`src/rtl/dapuf_eval_ctrl_if.sv`:
```
// Host request/response and PUF challenge/excite signals of the DAPUF evaluation controller.
// The controller takes the master modport; the host and PUF environment take the slave modport.
interface dapuf_eval_ctrl_if #(
    parameter int CHAL_W    = 32,
    parameter int RESP_BITS = 32
);
    localparam int CNT_W = $clog2(RESP_BITS + 1);

    logic                 start;
    logic [CHAL_W-1:0]    seed;
    logic                 abort;
    logic                 start_ready;
    logic                 busy;
    logic [CHAL_W-1:0]    puf_challenge;
    logic                 puf_exciteL;
    logic                 puf_exciteR;
    logic                 puf_response;
    logic                 resp_valid;
    logic                 resp_ready;
    logic [RESP_BITS-1:0] resp_data;
    logic [CNT_W-1:0]     unstable_cnt;

    modport master (
        input  start, seed, abort, puf_response, resp_ready,
        output start_ready, busy, puf_challenge, puf_exciteL, puf_exciteR,
               resp_valid, resp_data, unstable_cnt
    );

    modport slave (
        output start, seed, abort, puf_response, resp_ready,
        input  start_ready, busy, puf_challenge, puf_exciteL, puf_exciteR,
               resp_valid, resp_data, unstable_cnt
    );
endinterface

```
`src/rtl/dapuf_eval_ctrl.sv`:
```
// Double-arbiter PUF initiator: walks an LFSR challenge sequence, fires each challenge VOTES
// times, majority-votes the synchronised responses and hands off one packed response word.
module dapuf_eval_ctrl #(
    parameter int CHAL_W     = 32,
    parameter int RESP_BITS  = 32,
    parameter int SETTLE_CYC = 4,
    parameter int EVAL_CYC   = 8,
    parameter int VOTES      = 5
) (
    input  logic              clk_i,
    input  logic              rst_ni,
    dapuf_eval_ctrl_if.master ctrl_if
);
    localparam int CNT_W  = $clog2(RESP_BITS + 1);
    localparam int PH_MAX = (SETTLE_CYC > EVAL_CYC) ? SETTLE_CYC : EVAL_CYC;
    localparam int PH_W   = (PH_MAX > 1) ? $clog2(PH_MAX) : 1;
    localparam int VOTE_W = (VOTES > 1) ? $clog2(VOTES) : 1;
    localparam int ONES_W = $clog2(VOTES + 1);
    localparam int BIT_W  = (RESP_BITS > 1) ? $clog2(RESP_BITS) : 1;

    localparam logic [PH_W-1:0]   SETTLE_LAST = PH_W'(SETTLE_CYC - 1);
    localparam logic [PH_W-1:0]   EVAL_LAST   = PH_W'(EVAL_CYC - 1);
    localparam logic [VOTE_W-1:0] VOTE_LAST   = VOTE_W'(VOTES - 1);
    localparam logic [ONES_W-1:0] VOTE_ALL    = ONES_W'(VOTES);
    localparam logic [ONES_W-1:0] VOTE_HALF   = ONES_W'(VOTES / 2);
    localparam logic [BIT_W-1:0]  BIT_LAST    = BIT_W'(RESP_BITS - 1);
    localparam logic [CHAL_W-1:0] LFSR_MASK   = CHAL_W'(32'h8020_0003);

    typedef enum logic [1:0] {
        IDLE,
        SETTLE,
        FIRE,
        DONE
    } state_t;

    state_t               state_q, state_d;
    logic [CHAL_W-1:0]    chal_q, chal_d;
    logic [PH_W-1:0]      phase_q, phase_d;
    logic [VOTE_W-1:0]    vote_q, vote_d;
    logic [ONES_W-1:0]    ones_q, ones_d;
    logic [BIT_W-1:0]     bit_q, bit_d;
    logic [RESP_BITS-1:0] respData_q, respData_d;
    logic [CNT_W-1:0]     unstable_q, unstable_d;
    logic                 respValid_q, respValid_d;
    logic                 excite_q, excite_d;
    logic                 sync1_q, sync2_q;

    logic [ONES_W-1:0]    onesTotal;
    logic                 votedBit;
    logic                 splitVote;
    logic [CHAL_W-1:0]    lfsrNext;
    logic                 handshake;

    // Includes the sample taken on the final FIRE cycle, which has not reached ones_q yet.
    assign onesTotal = ones_q + ONES_W'(sync2_q);
    assign votedBit  = (onesTotal > VOTE_HALF);
    assign splitVote = (onesTotal != '0) && (onesTotal != VOTE_ALL);
    assign lfsrNext  = chal_q[0] ? ((chal_q >> 1) ^ LFSR_MASK) : (chal_q >> 1);
    assign handshake = respValid_q && ctrl_if.resp_ready;

    always_comb begin
        state_d     = state_q;
        chal_d      = chal_q;
        phase_d     = phase_q;
        vote_d      = vote_q;
        ones_d      = ones_q;
        bit_d       = bit_q;
        respData_d  = respData_q;
        unstable_d  = unstable_q;
        respValid_d = 1'b0;

        unique case (state_q)
            IDLE: begin
                if (ctrl_if.start) begin
                    chal_d     = (ctrl_if.seed == '0) ? CHAL_W'(1) : ctrl_if.seed;
                    respData_d = '0;
                    unstable_d = '0;
                    phase_d    = '0;
                    vote_d     = '0;
                    ones_d     = '0;
                    bit_d      = '0;
                    state_d    = SETTLE;
                end
            end
            SETTLE: begin
                if (ctrl_if.abort) begin
                    phase_d = '0;
                    state_d = IDLE;
                end else if (phase_q == SETTLE_LAST) begin
                    phase_d = '0;
                    state_d = FIRE;
                end else begin
                    phase_d = phase_q + PH_W'(1);
                end
            end
            FIRE: begin
                if (ctrl_if.abort) begin
                    phase_d = '0;
                    state_d = IDLE;
                end else if (phase_q == EVAL_LAST) begin
                    phase_d = '0;
                    state_d = SETTLE;
                    if (vote_q != VOTE_LAST) begin
                        vote_d = vote_q + VOTE_W'(1);
                        ones_d = onesTotal;
                    end else begin
                        respData_d[bit_q] = votedBit;
                        if (splitVote) begin
                            unstable_d = unstable_q + CNT_W'(1);
                        end
                        chal_d = lfsrNext;
                        vote_d = '0;
                        ones_d = '0;
                        bit_d  = bit_q + BIT_W'(1);
                        if (bit_q == BIT_LAST) begin
                            state_d = DONE;
                        end
                    end
                end else begin
                    phase_d = phase_q + PH_W'(1);
                end
            end
            DONE: begin
                respValid_d = !handshake;
                if (handshake) begin
                    state_d = IDLE;
                end
            end
            default: state_d = IDLE;
        endcase
    end

    assign excite_d = (state_d == FIRE);

    always_ff @(posedge clk_i or negedge rst_ni) begin
        if (!rst_ni) begin
            state_q     <= IDLE;
            chal_q      <= '0;
            phase_q     <= '0;
            vote_q      <= '0;
            ones_q      <= '0;
            bit_q       <= '0;
            respData_q  <= '0;
            unstable_q  <= '0;
            respValid_q <= 1'b0;
            excite_q    <= 1'b0;
            sync1_q     <= 1'b0;
            sync2_q     <= 1'b0;
        end else begin
            state_q     <= state_d;
            chal_q      <= chal_d;
            phase_q     <= phase_d;
            vote_q      <= vote_d;
            ones_q      <= ones_d;
            bit_q       <= bit_d;
            respData_q  <= respData_d;
            unstable_q  <= unstable_d;
            respValid_q <= respValid_d;
            excite_q    <= excite_d;
            sync1_q     <= ctrl_if.puf_response;
            sync2_q     <= sync1_q;
        end
    end

    assign ctrl_if.start_ready   = (state_q == IDLE);
    assign ctrl_if.busy          = (state_q == SETTLE) || (state_q == FIRE);
    assign ctrl_if.puf_challenge = chal_q;
    assign ctrl_if.puf_exciteL   = excite_q;
    assign ctrl_if.puf_exciteR   = excite_q;
    assign ctrl_if.resp_valid    = respValid_q;
    assign ctrl_if.resp_data     = respData_q;
    assign ctrl_if.unstable_cnt  = unstable_q;
endmodule
```
`src/flat_wrapper.sv`:
```
// flat-port wrapper written by rule: the top's interface ports become plain ports
module dapuf_eval_ctrl_flat 
#(
    parameter int CHAL_W     = 32,
    parameter int RESP_BITS  = 32,
    parameter int SETTLE_CYC = 4,
    parameter int EVAL_CYC   = 8,
    parameter int VOTES      = 5
)
  (clk_i, rst_ni, ctrl_if_start, ctrl_if_seed, ctrl_if_abort, ctrl_if_puf_response, ctrl_if_resp_ready, ctrl_if_start_ready, ctrl_if_busy, ctrl_if_puf_challenge, ctrl_if_puf_exciteL, ctrl_if_puf_exciteR, ctrl_if_resp_valid, ctrl_if_resp_data, ctrl_if_unstable_cnt);
  dapuf_eval_ctrl_if #(.CHAL_W(CHAL_W), .RESP_BITS(RESP_BITS)) ctrl_if_i ();
  input  logic clk_i;
  input  logic rst_ni;
  input wire logic [$bits(ctrl_if_i.start)-1:0] ctrl_if_start;
  input wire logic [$bits(ctrl_if_i.seed)-1:0] ctrl_if_seed;
  input wire logic [$bits(ctrl_if_i.abort)-1:0] ctrl_if_abort;
  input wire logic [$bits(ctrl_if_i.puf_response)-1:0] ctrl_if_puf_response;
  input wire logic [$bits(ctrl_if_i.resp_ready)-1:0] ctrl_if_resp_ready;
  output wire logic [$bits(ctrl_if_i.start_ready)-1:0] ctrl_if_start_ready;
  output wire logic [$bits(ctrl_if_i.busy)-1:0] ctrl_if_busy;
  output wire logic [$bits(ctrl_if_i.puf_challenge)-1:0] ctrl_if_puf_challenge;
  output wire logic [$bits(ctrl_if_i.puf_exciteL)-1:0] ctrl_if_puf_exciteL;
  output wire logic [$bits(ctrl_if_i.puf_exciteR)-1:0] ctrl_if_puf_exciteR;
  output wire logic [$bits(ctrl_if_i.resp_valid)-1:0] ctrl_if_resp_valid;
  output wire logic [$bits(ctrl_if_i.resp_data)-1:0] ctrl_if_resp_data;
  output wire logic [$bits(ctrl_if_i.unstable_cnt)-1:0] ctrl_if_unstable_cnt;
  assign ctrl_if_i.start = ctrl_if_start;
  assign ctrl_if_i.seed = ctrl_if_seed;
  assign ctrl_if_i.abort = ctrl_if_abort;
  assign ctrl_if_i.puf_response = ctrl_if_puf_response;
  assign ctrl_if_i.resp_ready = ctrl_if_resp_ready;
  assign ctrl_if_start_ready = ctrl_if_i.start_ready;
  assign ctrl_if_busy = ctrl_if_i.busy;
  assign ctrl_if_puf_challenge = ctrl_if_i.puf_challenge;
  assign ctrl_if_puf_exciteL = ctrl_if_i.puf_exciteL;
  assign ctrl_if_puf_exciteR = ctrl_if_i.puf_exciteR;
  assign ctrl_if_resp_valid = ctrl_if_i.resp_valid;
  assign ctrl_if_resp_data = ctrl_if_i.resp_data;
  assign ctrl_if_unstable_cnt = ctrl_if_i.unstable_cnt;
  dapuf_eval_ctrl #(.CHAL_W(CHAL_W), .RESP_BITS(RESP_BITS), .SETTLE_CYC(SETTLE_CYC), .EVAL_CYC(EVAL_CYC), .VOTES(VOTES)) u_core (.clk_i(clk_i), .rst_ni(rst_ni), .ctrl_if(ctrl_if_i));
endmodule
```
`config.mk`:
```
export PLATFORM = sky130hd
export DESIGN_NAME = dapuf_eval_ctrl_flat
export DESIGN_NICKNAME = d
export VERILOG_FILES = /design/src/rtl/dapuf_eval_ctrl_if.sv /design/src/rtl/dapuf_eval_ctrl.sv /design/src/flat_wrapper.sv
export SDC_FILE = /design/constraint.sdc
export NUM_CORES = 1
export LEC_CHECK = 0
export CAP_MARGIN = 0
export CORE_AREA = 5 5 89 152
export CTS_CLUSTER_SIZE = 10
export DETAILED_ROUTE_END_ITERATION = 12
export DIE_AREA = 0 0 94 157
export PLACE_DENSITY_LB_ADDON = 0.05
export SYNTH_ARGS = -nofsm -noshare
export SYNTH_HDL_FRONTEND = slang
export SYNTH_SLANG_ARGS = --single-unit
export TNS_END_PERCENT = 1
```
`constraint.sdc`:
```
create_clock -name clk_i -period 2.3 [get_ports clk_i]
set_clock_uncertainty 0.2 [all_clocks]
set_input_delay 0.345 -clock clk_i [delete_from_list [all_inputs] [get_ports clk_i]]
set_output_delay 0.345 -clock clk_i [all_outputs]
set_load 0.05 [all_outputs]
```
# ---- After elaboration in Yosys (flattened, before gate mapping)
# Cells that the tools add are included.
dict set report op_classes {
  order_cmp 3
  eq_ne 14
  n_reduce_logical 14
  n_mux 50
  n_bitwise 1
  add_sub_neg 5
}
# operator n
set op_table {}
lappend op_table {{32-bit 2-to-1 mux} 10}
lappend op_table {{32-bit case mux with 2 select lines} 2}
lappend op_table {{3-bit 2-to-1 mux} 11}
lappend op_table {{32-bit bitwise mux} 1}
lappend op_table {{32-bit zero test} 1}
lappend op_table {{6-bit 2-to-1 mux} 5}
lappend op_table {{5-bit 2-to-1 mux} 4}
lappend op_table {{2-bit 2-to-1 mux} 8}
lappend op_table {{3-bit case mux with 2 select lines} 2}
lappend op_table {{6-bit case mux with 2 select lines} 1}
lappend op_table {{5-bit case mux with 2 select lines} 1}
lappend op_table {{3-bit case mux with 3 select lines} 1}
lappend op_table {{2-bit case mux with 4 select lines} 1}
lappend op_table {{3-bit by 1-bit adder with 3-bit output (second input constant)} 2}
lappend op_table {{6-bit by 1-bit adder with 6-bit output (second input constant)} 1}
lappend op_table {{2-bit == test (second input constant)} 3}
lappend op_table {{5-bit by 6-bit less-than comparator with 1-bit output (second input constant)} 1}
lappend op_table {{2-bit inequality test (second input constant)} 3}
lappend op_table {{3-bit inequality test (second input constant)} 2}
lappend op_table {{6-bit AND reduction} 1}
lappend op_table {{3-bit nonzero test} 2}
lappend op_table {{5-bit by 1-bit adder with 5-bit output (second input constant)} 1}
lappend op_table {{1-bit demux with 5-bit select} 1}
lappend op_table {{5-bit == test (second input constant)} 1}
lappend op_table {{other kinds (17)} 21}
dict set report totals {
  register_bits 90
  in_bits 38
  wordCells 99
  out_inout_bits 75
}

# ---- Longest topological paths before layout
# Gate-level depths: netlist of the first run.
dict set report depth {
  word_depth 9
  mapped_depth 9
  ltp_nobuf 7
}

# ---- Worst setup path before layout of the first run
# No wires, ideal clock.
dict set report synth_path {
  kind {reg2reg}
  start {reg u_core.state_q[1]}
  end {reg u_core.respData_q[28], in the netlist u_core.ctrl_if.resp_data[28]}
  path_stages_with_launch 9
  arrival_ps 2109
  slack_ps -148
  period_less_slack_ps 2448
  path_buffers 2
  required_ps 1960
  setup_time_ps 140
  cell_sequence {dfrtp_1 -> inv_1 -> ha_1 -> buf_2 -> and2b_1 -> o211ai_4 -> buf_2 -> o311ai_0 -> o41ai_1}
}
dict set report synth_between {
  elab_chain_cells 3
  elab_cells_between_ends 9
  classes_between {eq/ne (5); mux (1); reduce/logical (3)}
}
# element line
set synth_rtl {}
lappend synth_rtl {{from (decl)} dapuf_eval_ctrl.sv:36} ;# state_t state_q, state_d;
lappend synth_rtl {{from (signal assigned)} dapuf_eval_ctrl.sv:150} ;# state_q <= state_d;
lappend synth_rtl {{2-bit zero test (*)} n/a}
lappend synth_rtl {{net ctrl_if_start_ready} flat_wrapper.sv:19} ;# output wire logic [$bits(ctrl_if_i.start_ready)-1:0] ctrl_if_start_ready;
lappend synth_rtl {{2-bit inequality test (no source line) or 2-bit nonzero test (tied branches)} n/a}
lappend synth_rtl {{5-bit AND reduction (no source line)} n/a}
lappend synth_rtl {{to (signal assigned)} dapuf_eval_ctrl.sv:156} ;# respData_q <= respData_d;
lappend synth_rtl {{to (decl)} dapuf_eval_ctrl.sv:42} ;# logic [RESP_BITS-1:0] respData_q, respData_d;
# The timed path passes the listed nets; every way through them passes the cells marked *.
# A chain may end at the register's enable or synchronous reset.

# ---- Worst setup path after layout of the first run
dict set report layout_path {
  start {reg u_core.phase_q[1]}
  end {reg u_core.unstable_q[0], in the netlist u_core.ctrl_if.unstable_cnt[0]}
}
dict set report layout_between {
  elab_chain_cells 3
}
# element line
set layout_rtl {}
lappend layout_rtl {{from (decl)} dapuf_eval_ctrl.sv:38} ;# logic [PH_W-1:0] phase_q, phase_d;
lappend layout_rtl {{from (signal assigned)} dapuf_eval_ctrl.sv:152} ;# phase_q <= phase_d;
lappend layout_rtl {{3-bit == test} dapuf_eval_ctrl.sv:100} ;# end else if (phase_q == EVAL_LAST) begin
lappend layout_rtl {{2-bit by 1-bit inequality test with 1-bit output (no source line)} n/a}
lappend layout_rtl {{6-bit AND reduction (no source line)} n/a}
lappend layout_rtl {{to (signal assigned)} dapuf_eval_ctrl.sv:157} ;# unstable_q <= unstable_d;
lappend layout_rtl {{to (decl)} dapuf_eval_ctrl.sv:43} ;# logic [CNT_W-1:0] unstable_q, unstable_d;
# No other way between the ends.

==> results of run 1 <==
stage by stage:
step	power [mW]	utilization (%)	hold slack (ps)	setup slack [ps]	instance area, µm²
floorplan	3.98	-	-151	8.12	4730
CTS	6.73	54.0	153	10.3	6520
detailed placement	5.16	51.4	131	-39.3	6200
global placement	5.15	51.4	129	-7.68	6200
finish	6.70	54.4	150	85.0	6570
global route	7.06	54.4	166	-8.22	6570
cell type report:
cell class	instances	area share (%)
clock buffers	11	3.85
clock inverters	5	0.934
inverters	10	0.572
multi-input cells	364	34.9
flip-flops and latches	90	34.3
well taps	165	3.14
repair buffers	145	22.3
state kept, by name, indices dropped and copies added, names as in the netlist:
name                          count
u_core.sync2_q                    1
u_core.ctrl_if.resp_data         32
u_core.state_q                    2
u_core.vote_q                     3
u_core.ctrl_if.resp_valid         1
u_core.ctrl_if.unstable_cnt       6
u_core.bit_q                      5
u_core.phase_q                    3
u_core.ctrl_if.puf_exciteL        1
u_core.ctrl_if.puf_challenge     32
u_core.sync1_q                    1
u_core.ones_q                     3
timing repair:
action / 4_1_cts / 5_1_grt
hold buffers: 1 / 0
hold endpoints to repair: 33 / 0
setup endpoints to repair: 1 / 31
gates resized for setup: 1 / 7
cloned: 0 / 0
setup buffers: 0 / 3
pin swaps: 0 / 2
report_power, final:
| group | switching, mW | total (mW) | internal, mW | leakage (nW) |
|---|---|---|---|---|
| clock network | 0.629 | 1.54 | 0.907 | 0.156 |
| registers | 0.256 | 2.14 | 1.88 | 1.20 |
| logic | 1.93 | 3.02 | 1.09 | 1.70 |
| total | 2.82 | 6.70 | 3.88 | 3.05 |
path summary, 6_finish.rpt:
check                                   from                              end  slack (ps)  depth (start not counted)
setup / recovery           u_core.phase_q[1]   u_core.ctrl_if.unstable_cnt[0]          80                          7
hold / removal                u_core.sync1_q                   u_core.sync2_q         150                          0
setup reg to reg           u_core.phase_q[1]   u_core.ctrl_if.unstable_cnt[0]          80                          7
hold reg to reg               u_core.sync1_q                   u_core.sync2_q         150                          0
max in group asynchronous             rst_ni  u_core.ctrl_if.puf_challenge[1]         970                          3
min in group asynchronous             rst_ni     u_core.ctrl_if.resp_data[16]         300                          2
cell usage in the layout, fill, tap and decap left out, types with 2 or more instances in the layout:
cell type / netlist / layout
or3_1: 2 / 2
mux2i_1: 25 / 25
nor2_1: 11 / 11
a31oi_1: 3 / 3
a22o_1: 2 / 2
nor2b_1: 6 / 6
clkinv_4: 0 / 2
nand4_1: 11 / 11
inv_1: 10 / 10
nand3_1: 20 / 20
and3_1: 34 / 34
o31ai_1: 6 / 5
clkdlybuf4s50_1: 0 / 108
dfrtp_1: 90 / 90
clkbuf_16: 0 / 9
and2_1: 2 / 2
buf_4: 4 / 27
clkbuf_8: 0 / 2
a2bb2oi_1: 2 / 2
a21oi_1: 37 / 36
nand2_1: 80 / 80
buf_12: 0 / 8
xnor2_1: 3 / 3
a41o_1: 3 / 3
o21ai_0: 46 / 46
nand2b_1: 10 / 10
o41ai_1: 3 / 3
nor4_1: 8 / 8
ha_2: 0 / 3
mux2_2: 3 / 3
o311ai_0: 7 / 6
ha_1: 19 / 16
a21bo_2: 2 / 2
kinds of logic (layout without fill, tap and decap cells):
family / Yosys count / after routing / share of synthesized area, %
AO/OA/AOI/OAI: 121 / 121 / 15.7
AND/OR/NAND/NOR: 191 / 191 / 20.2
adder cells (fa/ha/maj): 19 / 19 / 5.03
flip-flops: 90 / 90 / 47.7
multiplexers: 29 / 29 / 6.30
buffers and inverters: 46 / 171 / 4.37
XOR/XNOR: 4 / 4 / 0.742
per-layer routing:
layer	vias up	GRT usage (%)	share of wire (%)
met2	128	33.8	55
met5	-	0	0
met4	0	7.99	2.6
met3	24	3.73	4.6
li1	2019	-	-
met1	2008	21.0	38
cells in the mapped netlist, types with 4 or more instances:
cell type / number / area share [%]
a21oi_1: 37 / 3.9
buf_2: 9 / 0.95
and3_1: 34 / 4.5
ha_1: 19 / 5.0
nor2b_1: 6 / 0.79
nand2_1: 80 / 6.4
o31ai_1: 6 / 0.95
dfrtp_1: 90 / 48
buf_4: 4 / 0.64
inv_1: 10 / 0.79
nand3_1: 20 / 2.1
nor4_1: 8 / 1.1
mux2i_1: 25 / 5.3
o21ai_0: 46 / 4.9
clkbuf_1: 21 / 1.7
nor2_1: 11 / 0.87
nand2b_1: 10 / 1.3
o311ai_0: 7 / 1.3
nand4_1: 11 / 1.5
==> run metrics, run 1 <==
status complete, no violations; top_reg_cell synth dfrtp_1; DR iter-0 viols 137; largest stage delay on the critical path ~400 ps; Max clock buf depth 2; core region area 12100 µm²; max_cap viols 0; Die Width 94 µm; clock sink total 90; root buffer cell clkbuf_16; DRC Markers 0; minimum clock period after layout about 2200 ps; starting density of the core about two fifths; endpoints failing setup 0; Required @ worst endpoint 2320 ps; I/O pins 113; Leakage ~3.0 nW; worst vdd ir 711 µV; FF+latch area 2250 µm²; vias 4179; proportion of layout cells with a drive suffix above 1 a little over a tenth; DRT antenna net count 0; CP endpoint kind flop; WP data arrival 2240 ps; diode count 0; area occupied by multi-input gates between 2000 and 2500 µm²; final non-filler cell total 790; first-pass GRT wire length 21.9 mm; die area 14800 µm²; pwr dens 1020 nW/µm²; Tot GR Track Use 18.7%; Seq cells post-synth 90; H-tree levels 3; library cells used by synthesis slightly below 50; Inserted Clock Buffers 9; nets 677; final hold vios 0; dpl cells slightly below 800; Seq/Total Area, Yosys roughly 48%; Die Span Y 157 µm; CTS tree yes; final max-slew violation count 0; Worst Setup Path Type flop to flop; GRT overflow 0; initial antenna violation count 0; Worst-Skew Late Latency approximately 340 ps; HP Class flop to flop; First-pass DRT Iterations 5; area grow syn2layout 39.0%; CP Buf/Inv Count 1; Least-Margin Pin Slew 585 ps; Core Rows 53; Setup TNS Final 0 ps; Layout fillers 1138; largest net degree at the start of global routing 40; Net Count, Synth between 500 and 600; Routed WL 13.2 mm; Vias/cell 5.29; cells after synthesis 500; Tcrit/Tclk final 96.3%; vias in the first global route 4405; critical-path cell list ha_2, ha_1, and3b_2, o211a_1, buf_12, nand2_1, mux2_2; Mapped Area 4720 µm²; f_max 451 MHz; Avg Synthesized Cell Area 9.45 µm²; CP Max Fanout 37; count of buffers from port buffering about 110; FFs w/ async S/R, synth 100%; GPL Wtd Cong 0.849; crit path max-delay cell type dfrtp_1; warnings from Yosys 0; hpwl dp 9.80 mm; Startpoint Class flop; Slew headroom about three fifths; drt wl/cell 16.7 µm; Clk pin slew, worst setup/hold paths about 70 ps; crit-path leading delay family flip-flops; EDFF count, synth 0
No activity file was read; power rests on OpenSTA's default activity.
==> run 2, diff against run 1 <==
CAP_MARGIN = 25   (was 0)
==> results of run 2 <==
Final layout, timing and power as in run 1 (identical DEF).
